==> src/rtl/otter_pkg.sv <==
// Shared OTTER instruction-field helpers: opcodes, register-field extraction and
// operand/destination usage, used by the IR pipeline and the stage decoders.
package otter_pkg;

  localparam int unsigned XLEN      = 32;
  localparam int unsigned REG_W     = 5;
  localparam int unsigned FWD_W     = 2;
  localparam logic [XLEN-1:0] NOP_INSTR = 32'h0000_0013;

  typedef enum logic [6:0] {
    OPC_LOAD     = 7'b0000011,
    OPC_MISC_MEM = 7'b0001111,
    OPC_OP_IMM   = 7'b0010011,
    OPC_AUIPC    = 7'b0010111,
    OPC_STORE    = 7'b0100011,
    OPC_OP       = 7'b0110011,
    OPC_LUI      = 7'b0110111,
    OPC_BRANCH   = 7'b1100011,
    OPC_JALR     = 7'b1100111,
    OPC_JAL      = 7'b1101111,
    OPC_SYSTEM   = 7'b1110011
  } opcode_t;

  typedef enum logic [2:0] {
    F3_000   = 3'd0,
    F3_CSRRW = 3'd1,
    F3_010   = 3'd2,
    F3_011   = 3'd3,
    F3_100   = 3'd4,
    F3_101   = 3'd5,
    F3_110   = 3'd6,
    F3_111   = 3'd7
  } func3_t;

  typedef enum logic [FWD_W-1:0] {
    FWD_RF  = 2'd0,
    FWD_MEM = 2'd1,
    FWD_WB  = 2'd2
  } fwd_sel_t;

  function automatic opcode_t get_opcode(input logic [XLEN-1:0] ir);
    return opcode_t'(ir[6:0]);
  endfunction

  function automatic func3_t get_func3(input logic [XLEN-1:0] ir);
    return func3_t'(ir[14:12]);
  endfunction

  function automatic logic [REG_W-1:0] get_rd(input logic [XLEN-1:0] ir);
    return ir[11:7];
  endfunction

  function automatic logic [REG_W-1:0] get_rs1(input logic [XLEN-1:0] ir);
    return ir[19:15];
  endfunction

  function automatic logic [REG_W-1:0] get_rs2(input logic [XLEN-1:0] ir);
    return ir[24:20];
  endfunction

  function automatic logic uses_rs1(input logic [XLEN-1:0] ir);
    case (get_opcode(ir))
      OPC_LUI, OPC_AUIPC, OPC_JAL: return 1'b0;
      default:                     return 1'b1;
    endcase
  endfunction

  function automatic logic uses_rs2(input logic [XLEN-1:0] ir);
    case (get_opcode(ir))
      OPC_BRANCH, OPC_STORE, OPC_OP: return 1'b1;
      default:                       return 1'b0;
    endcase
  endfunction

  function automatic logic writes_rd(input logic [XLEN-1:0] ir);
    case (get_opcode(ir))
      OPC_LUI, OPC_AUIPC, OPC_JAL, OPC_JALR,
      OPC_OP_IMM, OPC_OP, OPC_LOAD: return 1'b1;
      OPC_SYSTEM:                   return get_func3(ir) == F3_CSRRW;
      default:                      return 1'b0;
    endcase
  endfunction

  function automatic logic is_load(input logic [XLEN-1:0] ir);
    return get_opcode(ir) == OPC_LOAD;
  endfunction

  function automatic logic is_ctrl_dec(input logic [XLEN-1:0] ir);
    return (get_opcode(ir) == OPC_BRANCH) || (get_opcode(ir) == OPC_JALR);
  endfunction

  // Destination register, or x0 when the instruction produces no RF write.
  function automatic logic [REG_W-1:0] dest_reg(input logic [XLEN-1:0] ir);
    return writes_rd(ir) ? get_rd(ir) : '0;
  endfunction

  function automatic logic reads_reg(input logic [XLEN-1:0] ir, input logic [REG_W-1:0] r);
    return (r != '0) &&
           ((uses_rs1(ir) && (get_rs1(ir) == r)) || (uses_rs2(ir) && (get_rs2(ir) == r)));
  endfunction

endpackage

==> src/rtl/otter_hazard_unit.sv <==
// Combinational hazard detection (stall) and EXE-operand forwarding selects
// derived from the registered stage IRs.
module otter_hazard_unit
  import otter_pkg::*;
(
  input  logic [XLEN-1:0]  i_dec_ir,
  input  logic [XLEN-1:0]  i_exe_ir,
  input  logic [XLEN-1:0]  i_mem_ir,
  input  logic [XLEN-1:0]  i_wb_ir,
  output logic             o_stall,
  output logic [FWD_W-1:0] o_fwd_a_sel,
  output logic [FWD_W-1:0] o_fwd_b_sel
);

  logic w_load_use;
  logic w_ctrl_haz;
  logic [REG_W-1:0] w_exe_rs1;
  logic [REG_W-1:0] w_exe_rs2;

  // MEM results win over WB; loads in MEM have no data yet so they never forward.
  function automatic fwd_sel_t fwd_sel(input logic [REG_W-1:0] rs,
                                       input logic [XLEN-1:0]  mem_ir,
                                       input logic [XLEN-1:0]  wb_ir);
    if (rs == '0)                                      return FWD_RF;
    if ((dest_reg(mem_ir) == rs) && !is_load(mem_ir))  return FWD_MEM;
    if (dest_reg(wb_ir) == rs)                         return FWD_WB;
    return FWD_RF;
  endfunction

  always_comb begin
    w_load_use = is_load(i_exe_ir) && reads_reg(i_dec_ir, dest_reg(i_exe_ir));
    w_ctrl_haz = is_ctrl_dec(i_dec_ir) &&
                 (reads_reg(i_dec_ir, dest_reg(i_exe_ir)) ||
                  (is_load(i_mem_ir) && reads_reg(i_dec_ir, dest_reg(i_mem_ir))));
    o_stall    = w_load_use || w_ctrl_haz;
  end

  always_comb begin
    w_exe_rs1   = uses_rs1(i_exe_ir) ? get_rs1(i_exe_ir) : '0;
    w_exe_rs2   = uses_rs2(i_exe_ir) ? get_rs2(i_exe_ir) : '0;
    o_fwd_a_sel = fwd_sel(w_exe_rs1, i_mem_ir, i_wb_ir);
    o_fwd_b_sel = fwd_sel(w_exe_rs2, i_mem_ir, i_wb_ir);
  end

endmodule

==> src/rtl/otter_ir_pipeline.sv <==
// Stage IR registers for the 5-stage OTTER pipe with bubble injection on
// stalls/flushes, a whole-pipe freeze on MEM_BUSY and a saturating bubble counter.
module otter_ir_pipeline
  import otter_pkg::*;
#(
  parameter int unsigned CNT_W = 16
) (
  input  logic             CLK,
  input  logic             RST,
  input  logic [XLEN-1:0]  FETCH_IR,
  input  logic             FETCH_VALID,
  input  logic             CLEAR,
  input  logic             MEM_BUSY,
  input  logic             CNT_CLR,
  output logic [XLEN-1:0]  DEC_IR,
  output logic [XLEN-1:0]  EXE_IR,
  output logic [XLEN-1:0]  MEM_IR,
  output logic [XLEN-1:0]  WB_IR,
  output logic             PC_WRITE,
  output logic             STALL,
  output logic [FWD_W-1:0] FWD_A_SEL,
  output logic [FWD_W-1:0] FWD_B_SEL,
  output logic [CNT_W-1:0] BUBBLE_CNT
);

  logic [XLEN-1:0]  r_dec_ir, r_exe_ir, r_mem_ir, r_wb_ir;
  logic [XLEN-1:0]  w_dec_nxt, w_exe_nxt, w_mem_nxt, w_wb_nxt;
  logic [CNT_W-1:0] r_bubble_cnt;
  logic             w_stall;
  logic             w_pc_write;
  logic             w_bubble;

  otter_hazard_unit u_hazard (
    .i_dec_ir    (r_dec_ir),
    .i_exe_ir    (r_exe_ir),
    .i_mem_ir    (r_mem_ir),
    .i_wb_ir     (r_wb_ir),
    .o_stall     (w_stall),
    .o_fwd_a_sel (FWD_A_SEL),
    .o_fwd_b_sel (FWD_B_SEL)
  );

  // Priority: MEM_BUSY freeze > hazard stall > decode flush > normal advance.
  always_comb begin
    w_dec_nxt  = r_dec_ir;
    w_exe_nxt  = r_exe_ir;
    w_mem_nxt  = r_mem_ir;
    w_wb_nxt   = r_wb_ir;
    w_pc_write = 1'b0;
    w_bubble   = 1'b0;
    if (!MEM_BUSY) begin
      w_mem_nxt = r_exe_ir;
      w_wb_nxt  = r_mem_ir;
      if (w_stall) begin
        w_exe_nxt = NOP_INSTR;
        w_bubble  = 1'b1;
      end else if (CLEAR) begin
        w_dec_nxt  = NOP_INSTR;
        w_exe_nxt  = r_dec_ir;
        w_pc_write = 1'b1;
        w_bubble   = 1'b1;
      end else begin
        w_dec_nxt  = FETCH_VALID ? FETCH_IR : NOP_INSTR;
        w_exe_nxt  = r_dec_ir;
        w_pc_write = FETCH_VALID;
      end
    end
  end

  always_ff @(posedge CLK or posedge RST) begin
    if (RST) begin
      r_dec_ir <= NOP_INSTR;
      r_exe_ir <= NOP_INSTR;
      r_mem_ir <= NOP_INSTR;
      r_wb_ir  <= NOP_INSTR;
    end else begin
      r_dec_ir <= w_dec_nxt;
      r_exe_ir <= w_exe_nxt;
      r_mem_ir <= w_mem_nxt;
      r_wb_ir  <= w_wb_nxt;
    end
  end

  // Saturating bubble counter; a synchronous clear beats a same-cycle increment.
  always_ff @(posedge CLK or posedge RST) begin
    if (RST) begin
      r_bubble_cnt <= '0;
    end else if (CNT_CLR) begin
      r_bubble_cnt <= '0;
    end else if (w_bubble && (r_bubble_cnt != '1)) begin
      r_bubble_cnt <= r_bubble_cnt + CNT_W'(1);
    end
  end

  assign DEC_IR     = r_dec_ir;
  assign EXE_IR     = r_exe_ir;
  assign MEM_IR     = r_mem_ir;
  assign WB_IR      = r_wb_ir;
  assign STALL      = w_stall;
  assign PC_WRITE   = w_pc_write;
  assign BUBBLE_CNT = r_bubble_cnt;

endmodule
==> config.mk <==
export PLATFORM = sky130hd
export DESIGN_NAME = otter_ir_pipeline
export DESIGN_NICKNAME = d
export VERILOG_FILES = /design/src/rtl/otter_pkg.sv /design/src/rtl/otter_hazard_unit.sv /design/src/rtl/otter_ir_pipeline.sv
export SDC_FILE = /design/constraint.sdc
export NUM_CORES = 1
export LEC_CHECK = 0
export ABC_AREA = 1
export ABC_CLOCK_PERIOD_IN_PS = 5410
export CAP_MARGIN = 20
export CORE_ASPECT_RATIO = 1.5
export CORE_MARGIN = 2
export CORE_UTILIZATION = 51
export CTS_BUF_LIST = sky130_fd_sc_hd__clkbuf_8
export CTS_CLUSTER_DIAMETER = 150
export CTS_CLUSTER_SIZE = 24
export DETAILED_ROUTE_END_ITERATION = 10
export PLACE_DENSITY = 0.82
export SETUP_SLACK_MARGIN = 0.5
export SYNTH_ARGS = -nofsm -noshare
export SYNTH_HDL_FRONTEND = slang
export SYNTH_SLANG_ARGS = --single-unit
==> constraint.sdc <==
create_clock -name CLK -period 5.41 [get_ports CLK]
set_clock_uncertainty 0.15 [all_clocks]
set_input_delay 1.082 -clock CLK [delete_from_list [all_inputs] [get_ports CLK]]
set_output_delay 1.082 -clock CLK [all_outputs]
set_load 0.03 [all_outputs]
==> impl_metrics.py, run 1 <==
metrics = {
    "status": {
        "status": "completed",
    },
    "sta": {
        "hold_violations": 0,
        "fin_crit_ns": 4.52,
        "fin_crit_sh_pct": 83.6,
        "tns_ns": 0,
        "fmax_mhz": 221,
        "setup_violations": 0,
        "setup_ws_ns": 0.885,
        "maxSlewHeadroom_pct": 34.4,
        "rsz0062_at_grt": "false",
        "slew_viol_final": 0,
        "worst_slew_pin_slew_ns": 0.984,
    },
    "clock_tree": {
        "htreeDepth": 4,
        "post_cts_resize_count": 0,
        "cts_buffers": 17,
        "post_cts_buffers": 0,
        "cts.clk_slew.worst_paths_ns": 0.08,
        "clockBufferDepth": 2,
        "clkLatencyLatePin_ns": 0.46,
        "root_buffer": "clkbuf_8",
        "cts.sinks": 144,
        "cts_hold_buf": 0,
        "cts_tree": "yes",
    },
    "synth": {
        "ys_seq_elements": 144,
        "yosysWarnings": 0,
        "syn_inst": 906,
        "synth_area_sq_um": 7320,
        "yosysSeqAreaShare_pct": 49.4,
        "postSynthAreaPerCell_sq_um": 8.08,
        "syn_nets": 945,
        "yosysUniqueCellTypes": 39,
    },
    "floorplanning": {
        "die-area_sq_um": 15300,
        "start_util_pct": 52.3,
        "rows": 53,
        "dieWidth_microns": 102,
        "die_h_microns": 151,
        "io_pins": 188,
        "core_sq_um": 14000,
    },
    "setup_path": {
        "crit_slowest_cell": "clkdlybuf4s50_1",
        "required_ns": 4.18,
        "rr_startpoint": "EXE_IR[4]$_DFFE_PP1N_",
        "critPathKind": "reg2out",
        "path_cells": "nand2_2, nor2_2, o211ai_1, nor2_1, inv_1, xor2_1, a21oi_1, nand2_1, nor4_1, clkdlybuf4s50_1",
        "slowest_delay_ns": 0.75,
        "cp-start-kind": "flop",
        "startpoint": "EXE_IR[1]$_DFFE_PP1N_",
        "cp.arrival_ns": 3.29,
        "endpoint_kind": "primary output",
        "path_max_fanout": 5,
    },
    "global_routing": {
        "grt_pass1_wl_mm": 31.3,
        "grt.overflow.total": 0,
        "grt_max_degree": 102,
        "grt_use_total_pct": 26.4,
        "antenna_found_initial": 0,
        "grt_pass1_vias": 6140,
    },
    "detailed_routing": {
        "wl_mm": 19.8,
        "routed-via-count": 6598,
        "via_per_inst": 5.13,
        "drtPass1Iterations": 5,
        "drc": 0,
        "drt-initial-drc-count": 380,
        "wire_per_inst_microns": 15.4,
        "drtAntennaViolNets": 0,
    },
    "pwr": {
        "power.share.sequential_pct": 44.2,
        "p_comb_share_pct": 24.2,
        "p_sw_share_pct": 34.6,
        "power_density_nw_per_um2": 291,
        "p_leak_nw": 4.42,
        "vdd_drop_max_uv": 149,
        "internal_power_w": 0.00185,
        "clkPwrFrac_pct": 31.6,
        "p_sw_w": 0.000975,
    },
    "layout": {
        "area_delta_synth_final_pct": 32.6,
        "fin_nets": 1119,
        "instances_no_fill": 1285,
        "diodes": 0,
        "mostFrequentLayoutCell": "nand2_1",
        "final_cell_mix": "nand2_1, clkdlybuf4s50_1, dfrtp_1, inv_1, o21ai_0",
        "final_layout_size_suffix_gt1_share_pct": 10.7,
    },
    "placement": {
        "gp_congestion": 0.961,
        "pre_cts_ws_ns": 1.37,
        "dp_hpwl_mm": 14.2,
        "dp_cells": 1252,
        "port_buffers": 187,
    },
    "run": {
        "cap_viol_max_count": 0,
    },
    "min_path": {
        "min_path_type": "reg2reg",
        "worstHoldStart": "WB_IR[0]$_DFFE_PP1N_",
    },
}
==> cell families after synthesis <==
logic type / after synthesis / share of synthesized area [%]
AND/OR/NAND/NOR: 464 / 27.5
buffers and inverters: 145 / 8.39
flip-flops: 144 / 49.4
AO/OA/AOI/OAI: 129 / 11.8
XOR/XNOR: 23 / 2.75
adder cells (fa/ha/maj): 1 / 0.171
==> sequential cells by signal (all words and copies together), names as in the netlist <==
name / cells
MEM_IR: 32
EXE_IR: 32
WB_IR: 32
DEC_IR: 32
BUBBLE_CNT: 16
==> power by group through the flow <==
stage | combinational (W) | clock (W) | sequential, W
6_report | 0.000683 | 0.000891 | 0.00125
5_1_grt | 0.000736 | 0.000946 | 0.00126
4_1_cts | 0.000684 | 0.000903 | 0.00125
3_5_place_dp | 0.000682 | 0 | 0.00127
3_3_place_gp | 0.000675 | 0 | 0.00126
2_1_floorplan | 0.000265 | 0 | 0.00141
==> through the flow <==
step	hold slack, ns	cell area, sq um	util [%]	power [W]
after detailed placement	0.316	9270	66.2	0.00195
final	0.339	9710	69.4	0.00282
after floorplan	0.385	7320	-	0.00167
after global placement	0.311	9270	66.2	0.00194
after global routing	0.357	9710	69.4	0.00294
after CTS	0.338	9680	69.2	0.00283
==> worst max-delay path: cells and delay by family (launching register included) <==
family,cells,cell delay [ns]
AND/OR/NAND/NOR,5,0.90
buffers and inverters,2,0.84
flip-flops,1,0.58
AO/OA/AOI/OAI,2,0.35
XOR/XNOR,1,0.17
==> synthesized netlist by cell type <==
cell type	number	share of area (%)
nand2_1	286	15
nor2_2	5	0.43
a21oi_1	9	0.62
nor2_1	60	3.1
a211oi_1	3	0.31
buf_2	5	0.34
dfrtp_1	132	45
nand3_1	58	4.0
o21ai_0	80	5.5
nand3_2	1	0.14
nand2_2	8	0.68
buf_1	4	0.21
o41ai_1	1	0.12
clkbuf_1	21	1.1
inv_2	9	0.46
ha_1	1	0.17
dfstp_2	12	4.3
and2_1	1	0.086
o21ai_2	5	0.60
nand2_4	4	0.62
nor4_1	4	0.34
nor3_1	11	0.75
o211ai_1	1	0.10
xnor2_1	2	0.24
o22ai_2	22	3.8
xor2_1	21	2.5
a21oi_2	2	0.24
clkbuf_2	2	0.14
a41oi_1	1	0.12
o22ai_1	3	0.26
buf_6	6	0.92
a21o_1	1	0.10
clkinv_1	1	0.051
nor2_4	3	0.46
inv_1	96	4.9
nand4_1	21	1.8
buf_12	1	0.27
o21ai_1	1	0.068
nand3_4	2	0.48
==> cell type report <==
class	count	area [sq um]
fill	1128	4290
sequential	144	3620
multi-input combinational	617	3100
timing repair buffer	194	1940
inverter	106	402
tap	192	240
clock buffer	17	234
clock inverter	15	175
==> path summary, 6_finish.rpt <==
check                                    endpoint  slack [ns]  cells after the start
max                                  FWD_B_SEL[0]        0.89                     10
min                          WB_IR[0]$_DFFE_PP1N_        0.34                      2
max reg2reg                DEC_IR[25]$_DFFE_PP0P_        2.15                     16
min reg2reg                  WB_IR[0]$_DFFE_PP1N_        0.34                      2
max in group asynchronous  MEM_IR[11]$_DFFE_PP0N_        3.51                      3
min in group asynchronous   WB_IR[26]$_DFFE_PP0N_        0.83                      3
==> metal layers <==
metal  wire length [microns]  share of wire, %  GRT usage (%)  vias to the layer above
met4                     575               2.9           11.3                        0
met2                   10300                52           44.7                      229
li1                        -                 -              -                     3257
met3                    1240               6.3           5.57                       35
met1                    7700                39           32.4                     3077
met5                       0                 0              0                        -
Power figures use the tool's default switching activity.
==> run 2: changes to the inputs <==
ABC_CLOCK_PERIOD_IN_PS = 3900   (was 5410)
CORE_UTILIZATION = 46   (was 51)
PLACE_DENSITY = 0.78   (was 0.82)
clock period = 3.9 ns   (was 5.41 ns; I/O delays follow)
==> run 2 against run 1 <==
Effect of this change: the run now ends with DRC left; non-clock buffer count is 38 higher; critical endpoint is now PC_WRITE; global-route usage is 0.59 points lower; register-to-register slack worse by 1.4 ns; clock power is 40% higher; worst hold slack worse by 0.0012 ns; die area is 11% higher; critical path depth is 6 higher; first-iteration DRC count is 37% higher; critical path type unchanged; flip-flop and latch count stayed put; count of clock-buffer cells in the layout is 3 higher.
==> impl_metrics.py, run 2 (synthesized netlist as in run 1, its figures left out) <==
metrics = {
    "setup_path": {
        "crit_slowest_cell": "dfstp_2",
        "critPathMostFrequentCell": "nand2_2",
        "critPathKind": "reg2out",
        "rr_startpoint": "EXE_IR[0]$_DFFE_PP1N_",
        "r2r_slack_ns": 0.72,
        "slowest_delay_ns": 0.56,
        "cpLargestDelayFamily": "simple AND/OR/NAND/NOR gates",
        "cp.arrival_ns": 2.55,
        "endpoint_kind": "primary output",
        "path_cells": "inv_4, buf_6, nand2_4, nor2_4, nand2_2, nand2_2, nor2_4, nand2_2, a21oi_1, nor2_2, nand3_1, nand2_2, nand2_4, nand3_4, a21oi_2, buf_6",
        "cp-start-kind": "flop",
        "path_buf_inv": 3,
        "required_ns": 2.97,
        "path_max_fanout": 5,
        "reg2reg_to": "DEC_IR[19]$_DFFE_PP0P_",
        "rr_worst_depth": 16,
    },
    "min_path": {
        "holdPathEnd": "WB_IR[27]$_DFFE_PP0N_",
        "min_path_type": "reg2reg",
        "worstHoldStart": "WB_IR[27]$_DFFE_PP0N_",
        "holdPathStages": 2,
    },
    "detailed_routing": {
        "drc": 1,
        "drt-initial-drc-count": 521,
        "wire_per_inst_microns": 16.1,
        "wl_mm": 21.5,
        "drtPass1Iterations": 8,
        "routed-via-count": 6909,
        "drtAntennaViolNets": 0,
        "via_per_inst": 5.17,
    },
    "placement": {
        "dp_cells": 1268,
        "dp_hpwl_mm": 15.2,
        "gp_congestion": 0.954,
        "port_buffers": 187,
    },
    "sta": {
        "tns_ns": 0,
        "setup_violations": 0,
        "fin_crit_ns": 3.48,
        "rsz0062_at_grt": "true",
        "maxSlewHeadroom_pct": 34.3,
        "hold_violations": 0,
        "slew_viol_final": 0,
        "worst_slew_pin_slew_ns": 0.986,
        "fmax_mhz": 287,
        "fin_crit_sh_pct": 89.2,
    },
    "clock_tree": {
        "cts_buffers": 17,
        "clockBufferDepth": 2,
        "root_buffer": "clkbuf_8",
        "clkLatencyLatePin_ns": 0.44,
        "cts.clk_slew.worst_paths_ns": 0.08,
        "cts_tree": "yes",
        "cts.sinks": 144,
        "htreeDepth": 4,
        "cts_hold_buf": 0,
    },
    "layout": {
        "instances_no_fill": 1336,
        "area_delta_synth_final_pct": 41.1,
        "fin_nets": 1159,
        "final_layout_size_suffix_gt1_share_pct": 18.2,
        "diodes": 0,
        "final_cell_mix": "nand2_1, clkdlybuf4s50_1, dfrtp_1, inv_1, o21ai_0",
        "mostFrequentLayoutCell": "nand2_1",
    },
    "global_routing": {
        "grt_max_degree": 97,
        "grt_use_total_pct": 25.8,
        "antenna_found_initial": 0,
        "grt_pass1_wl_mm": 34.0,
        "grt.overflow.total": 0,
        "grt_pass1_vias": 6529,
    },
    "floorplanning": {
        "start_util_pct": 46.8,
        "die_h_microns": 158,
        "core_sq_um": 15600,
        "rows": 56,
        "die-area_sq_um": 17000,
        "io_pins": 188,
        "dieWidth_microns": 107,
    },
    "pwr": {
        "power_density_nw_per_um2": 393,
        "p_leak_nw": 4.76,
        "vdd_drop_max_uv": 215,
    },
    "status": {
        "status": "finished, violations left",
        "violations": "DRC",
    },
    "run": {
        "cap_viol_max_count": 0,
    },
}
[run 2: changes by cell type in the layout (fill, tap and decap cells not counted), sizes merged]
cell           previous run  this run
buf                       8        52
bufinv                    2         3
clkbuf                   17        20
clkdlybuf4s50           186       180
clkinv                    4         5
inv                     113       108
nand2                   298       300
[run 2: cell type report]
type,instances,area (sq um)
Fill cell,1273,5300
Sequential cell,144,3620
Multi-Input combinational cell,619,3380
Timing Repair Buffer,232,2250
Inverter,106,404
Clock buffer,20,275
Tap cell,203,254
Clock inverter,12,145
[run 2: repair_timing]
action	in CTS	in global routing
gates resized for setup	56	56
cloned	2	0
endpoints found under the setup margin	6	48
pin swaps	19	33
buffers inserted	23	11
[run 2: how the worst max path moves through the flow]
| stage | cells after the start | to | slack, ns | start |
|---|---|---|---|---|
| after detailed placement | 12 | FWD_A_SEL[0] | 0.25 | MEM_IR[1]$_DFFE_PP1N_ |
| final | 16 | PC_WRITE | 0.42 | EXE_IR[4]$_DFFE_PP1N_ |
| after global placement | 9 | FWD_B_SEL[0] | 0.31 | EXE_IR[1]$_DFFE_PP1N_ |
| after global routing | 16 | PC_WRITE | 0.23 | EXE_IR[4]$_DFFE_PP1N_ |
| after floorplan | 17 | PC_WRITE | 0.59 | EXE_IR[4]$_DFFE_PP1N_ |
| after CTS | 10 | FWD_B_SEL[0] | 0.42 | EXE_IR[0]$_DFFE_PP1N_ |
[run 2: per-layer routing]
metal / up-vias / track usage, % / routed length, microns
li1: 3336 / - / -
met1: 3279 / 31.1 / 8390
met2: 242 / 45.4 / 11400
met3: 52 / 4.87 / 1010
met4: 0 / 10.6 / 714
met5: - / 0 / 0
[run 2: metrics by stage]
stage               utilization [%]  power, W  hold WS, ns  instance area, sq um  worst slack, ns
floorplan                         -   0.00232        0.385                  7330            0.588
detailed placement             59.8   0.00272        0.315                  9340            0.251
global route                   66.1   0.00423        0.355                 10300            0.231
finish                         66.1   0.00406        0.337                 10300            0.419
CTS                            64.2   0.00401        0.336                 10000            0.419
global placement               59.8   0.00271        0.312                  9340            0.315
[run 2: power breakdown]
part	leakage [nW]	internal, W	switching [W]
sequential	1.92	0.00161	0.000122
combinational	2.62	0.000415	0.000658
clock	0.223	0.000678	0.000572
[run 2: tightest hold or removal path, cell delays in order, from the launching register on]
cell	delay, ns
dfrtp_1	0.35
nand2_1	0.05
nand2_1	0.05
==> RTL change 1, RTL diff (flow settings as in run 1) <==
The parameter `CNT_W` goes from 16 to 32.
--- a/src/rtl/otter_ir_pipeline.sv
+++ b/src/rtl/otter_ir_pipeline.sv
@@ -4,5 +4,5 @@
   import otter_pkg::*;
 #(
-  parameter int unsigned CNT_W = 16
+  parameter int unsigned CNT_W = 32
 ) (
   input  logic             CLK,
Ports: changed (resized BUBBLE_CNT); port bits go from 188 to 204. The function was not compared with the original's and may differ.
==> RTL change 1 against run 1 <==
  * Setup slack worse by 0.14 ns
  * Clock power down 0.8%
  * Sequential cell count up 16
  * Routed wire length up 23%
  * Power up 4.5%
  * Final cell count up 16%
  * Cell area up 13%
  * Combinational power up 2%
  * Area after synthesis up 16%
  * Via count up 22%
==> RTL change 1: results (changes against run 1) <==
metric,value,unit,change
final hold slack,0.331,ns,-0.00804 ns
"Arr. time, crit path",3.43,ns,+0.14 ns
Via Count,8073,,+22%
CTS Buf Count,17,,unchanged
status,"finished, final reports clean",,
Worst VDD drop,0.163,mV,+9.0%
hold crit path type,flop to flop,,
maximum clock rate,215,MHz,-2.9%
nets,1305,,+17%
DR iter-0 viols,545,,+43%
CP peak stage delay,0.67,ns,-0.08 ns
Synth top cells by count,"354 x nand2_1, 148 x dfrtp_1, 108 x inv_1",,
Place WS,1.07,ns,-0.297 ns
LEAKAGE,0.00505,uW,+14%
Worst Path Max Fanout,7,,+2
post-cts resize count,0,,unchanged
largest net degree at the start of global routing,161,,+58%
RePlAce Congestion,0.989,,+2.9%
first-pass GRT wire length,38.6,mm,+23%
share of cells above drive strength 1,8.99,%,-1.7 points
slowest cell on the critical path,clkdlybuf4s50_1,,
HPWL after DPL,17.3,mm,+21%
vias in the first global route,7608,,+24%
"Net Count, Synth",1124,,+19%
Detailed Routing Iterations Pass 1,6,,+1
# fillers,1364,,+21%
Top delay family on crit path,simple AND/OR/NAND/NOR gates,,
IO Port Bufs,203,,+8.6%
slew margin rel.,32.0,%,-2.4 points
register area share after synthesis,47.4,%,-2.0 points
GRT Total Usage,27.9,%,+1.5 points
WL/cell,16.5,um,+6.6%
Cell variety after synth,40,,+2.6%
syn_area_per_cell,7.82,um^2,-3.3%
Clock transition at path regs,0.09,ns,
H-tree lvl count,4,,unchanged
drt via density,5.44,,+5.9%
top post-synthesis cells by area,"dfrtp_1 44%, nand2_1 16%, inv_1 4.8%",,
initial antenna violation count,0,,unchanged
# diodes,0,,unchanged
post-CTS setup buffer count,0,,unchanged
clk root buf,clkbuf_8,,
async set-or-reset flop fraction in the synthesized netlist,100,%,unchanged
r2r setup slk,2.00,ns,-0.15 ns
RTL change 1: final timing paths:
kind,from,to,cells past startpoint
min in group asynchronous,RST,DEC_IR[12],3
min reg2reg,WB_IR[0],WB_IR[0],2
max,MEM_IR[0],FWD_B_SEL[0],12
max in group asynchronous,RST,MEM_IR[20],3
max reg2reg,MEM_IR[0],DEC_IR[23],16
min,WB_IR[0],WB_IR[0],2
RTL change 1: cell families (layout without fill, tap and decap cells):
kind of cell / count (synthesis) / count (layout) / synth area share [%]
AND/OR/NAND/NOR: 598 / 598 / 31.0
buffers and inverters: 163 / 357 / 8.13
flip-flops: 160 / 160 / 47.4
AO/OA/AOI/OAI: 128 / 128 / 9.74
XOR/XNOR: 35 / 35 / 3.61
adder cells (fa/ha/maj): 1 / 1 / 0.148
RTL change 1: layout make-up:
cell class                 count  share of cell area [%]
tap                          206                    2.35
clock buffer                  17                    2.13
inverter                     116                    4.00
timing repair buffer         209                    19.0
clock inverter                15                    1.46
multi-input combinational    762                    34.5
sequential                   160                    36.6
RTL change 1: report_power, final:
group | total, uW | leakage, uW | switching (uW) | internal, uW
registers | 1370 | 0.00214 | 84.0 | 1280
logic | 698 | 0.00272 | 443 | 255
clock network | 884 | 0.000190 | 538 | 347
RTL change 1: layer usage:
metal / track usage, % / share of wire [%]
met5: 0 / 0
met4: 11.5 / 3.4
met3: 5.34 / 5.9
met2: 48.1 / 51
met1: 33.7 / 40
RTL change 1: metrics by stage:
| step | instance area, um^2 | util, % |
|---|---|---|
| final | 11000 | 67.5 |
| after detailed placement | 10600 | 65.0 |
| after CTS | 11000 | 67.5 |
| after global placement | 10600 | 65.0 |
| after floorplan | 8480 | - |
| after global routing | 11000 | 67.5 |
==> RTL change 2, RTL diff (config.mk and constraints of run 1) <==
Without the edit above. Put one more register stage on the output `BUBBLE_CNT`, with the module's reset. The value now appears one clock later. The other outputs are not delayed to match.
--- a/src/rtl/otter_ir_pipeline.sv
+++ b/src/rtl/otter_ir_pipeline.sv
@@ -99,5 +99,11 @@
   assign STALL      = w_stall;
   assign PC_WRITE   = w_pc_write;
-  assign BUBBLE_CNT = r_bubble_cnt;
+  always_ff @(posedge CLK or posedge RST) begin
+    if (RST) begin
+      BUBBLE_CNT <= '0;
+    end else begin
+      BUBBLE_CNT <= r_bubble_cnt;
+    end
+  end
 
 endmodule
Formal check against the unedited RTL: not equivalent (a bounded check fails within 4 cycles, from zero or initial values and one cycle with RST high).
==> RTL change 2 against run 1 <==
  * Sequential cell count rose by 16
  * Count of clock-buffer cells in the layout did not move
  * First-iteration DRC count rose by 37%
  * Routed wire length rose by 1.9%
  * Setup slack improved by 0.037 ns
  * Final cell count rose by 1.6%
  * Area after synthesis rose by 4.9%
  * Fmax rose by 0.82%
  * Power rose by 4.8%
  * Largest power group unchanged
  * Clock power rose by 2%
  * Cell area rose by 3.5%
==> RTL change 2: results (changes against run 1) <==
metric,value,unit,change
post-cts resize count,0,,unchanged
"Net Count, Synth",962,,+1.8%
H-tree lvl count,4,,unchanged
Yosys warnings,0,,unchanged
HPWL after DPL,14.3,mm,+0.60%
Worst-Skew Late Latency,0.45,ns,
DR iter-0 viols,520,,+37%
Critical Path Sink,FWD_B_SEL[0],,
WL/cell,15.5,um,+0.25%
Clock transition at path regs,0.09,ns,
placed instance area,9640,um^2,+4.0%
status,"finished, final reports clean",,
Top delay family on crit path,simple AND/OR/NAND/NOR gates,,
LEAKAGE,0.00463,uW,+4.8%
post-CTS setup buffer count,0,,unchanged
IO Port Bufs,187,,unchanged
Worst VDD drop,0.172,mV,+15%
largest net degree at the start of global routing,121,,+19%
GRT Total Usage,25.5,%,-0.92 points
worst slew pin tran,1.01,ns,+0.0258 ns
Hold Path Origin,r_bubble_cnt[1],,
vias in the first global route,6514,,+6.1%
RePlAce Congestion,0.911,,-5.2%
R2R depth,16,,unchanged
drt via density,5.17,,+0.76%
clock buffer depth,2,,unchanged
"Arr. time, crit path",3.26,ns,-0.03 ns
clk root buf,clkbuf_8,,
CP peak stage delay,0.66,ns,-0.09 ns
Synth top cells by count,"310 x nand2_1, 148 x dfrtp_1, 84 x inv_1",,
Hold Crit Depth,0,,-2
top post-synthesis cells by area,"dfrtp_1 48%, nand2_1 15%, o21ai_0 4.4%",,
CTS Buf Count,17,,unchanged
Critical path origin,EXE_IR[1],,
multi-input gate area in the final layout,3110,um^2,+0.28%
first-pass GRT wire length,32.7,mm,+4.4%
register area share after synthesis,52.4,%,+2.9 points
slowest cell on the critical path,clkdlybuf4s50_1,,
Worst Path Max Fanout,6,,+1
r2r setup slk,2.00,ns,-0.15 ns
# fillers,1220,,+8.2%
reg-to-reg startpoint,MEM_IR[1],,
async set-or-reset flop fraction in the synthesized netlist,100,%,unchanged
initial antenna violation count,1,,+1
nets,1135,,+1.4%
hold crit path type,flop to flop,,
Cell variety after synth,41,,+5.1%
Detailed Routing Iterations Pass 1,5,,unchanged
Reg-to-Reg End,EXE_IR[31],,
share of cells above drive strength 1,9.83,%,-0.88 points
Hold EP,BUBBLE_CNT[1],,
-- RTL change 2: cell count changes after synthesis, sizes merged, moves of 4 or more --
| cell | before | now |
|---|---|---|
| dfrtp | 132 | 148 |
| o22ai | 25 | 19 |
| inv | 105 | 92 |
| clkbuf | 23 | 19 |
| xor2 | 21 | 14 |
| nand2 | 298 | 323 |
-- RTL change 2: stage by stage --
step | total power (uW) | hold slack [ns] | worst slack, ns | std cells
floorplan | 1800 | 0.245 | 1.79 | 923
global placement | 2060 | 0.264 | 1.27 | 1273
detailed placement | 2070 | 0.271 | 1.20 | 1273
CTS | 2980 | 0.294 | 0.694 | 1305
global route | 3080 | 0.309 | 0.585 | 1306
finish | 2960 | 0.296 | 0.922 | 1306
-- RTL change 2: area by class of cell --
class / count / share of cell area, %
diodes: 1 / 0.0249
clock inverters: 15 / 1.74
clock buffers: 17 / 2.33
flip-flops and latches: 160 / 40.0
repair buffers: 192 / 19.1
multi-input cells: 632 / 30.9
inverters: 93 / 3.51
well taps: 196 / 2.44
-- RTL change 2: cell families after synthesis --
| group | after synthesis | synth area share, % |
|---|---|---|
| XOR/XNOR | 19 | 2.17 |
| buffers and inverters | 131 | 7.30 |
| AND/OR/NAND/NOR | 486 | 27.5 |
| AO/OA/AOI/OAI | 126 | 10.5 |
| flip-flops | 160 | 52.4 |
| adder cells (fa/ha/maj) | 1 | 0.163 |
-- RTL change 2: power by group --
part           internal [uW]  leakage (uW)  switching (uW)  total [uW]
logic                    252       0.00228             427         679
clock network            426      0.000209             482         909
registers               1280       0.00214            84.4        1370
-- RTL change 2: per-layer routing --
metal,up-vias,wire length [um],track usage (%)
li1,3328,-,-
met1,3142,7850,29.8
met2,242,10500,44.9
met3,45,1160,5.56
met4,0,680,11.3
met5,-,0,0
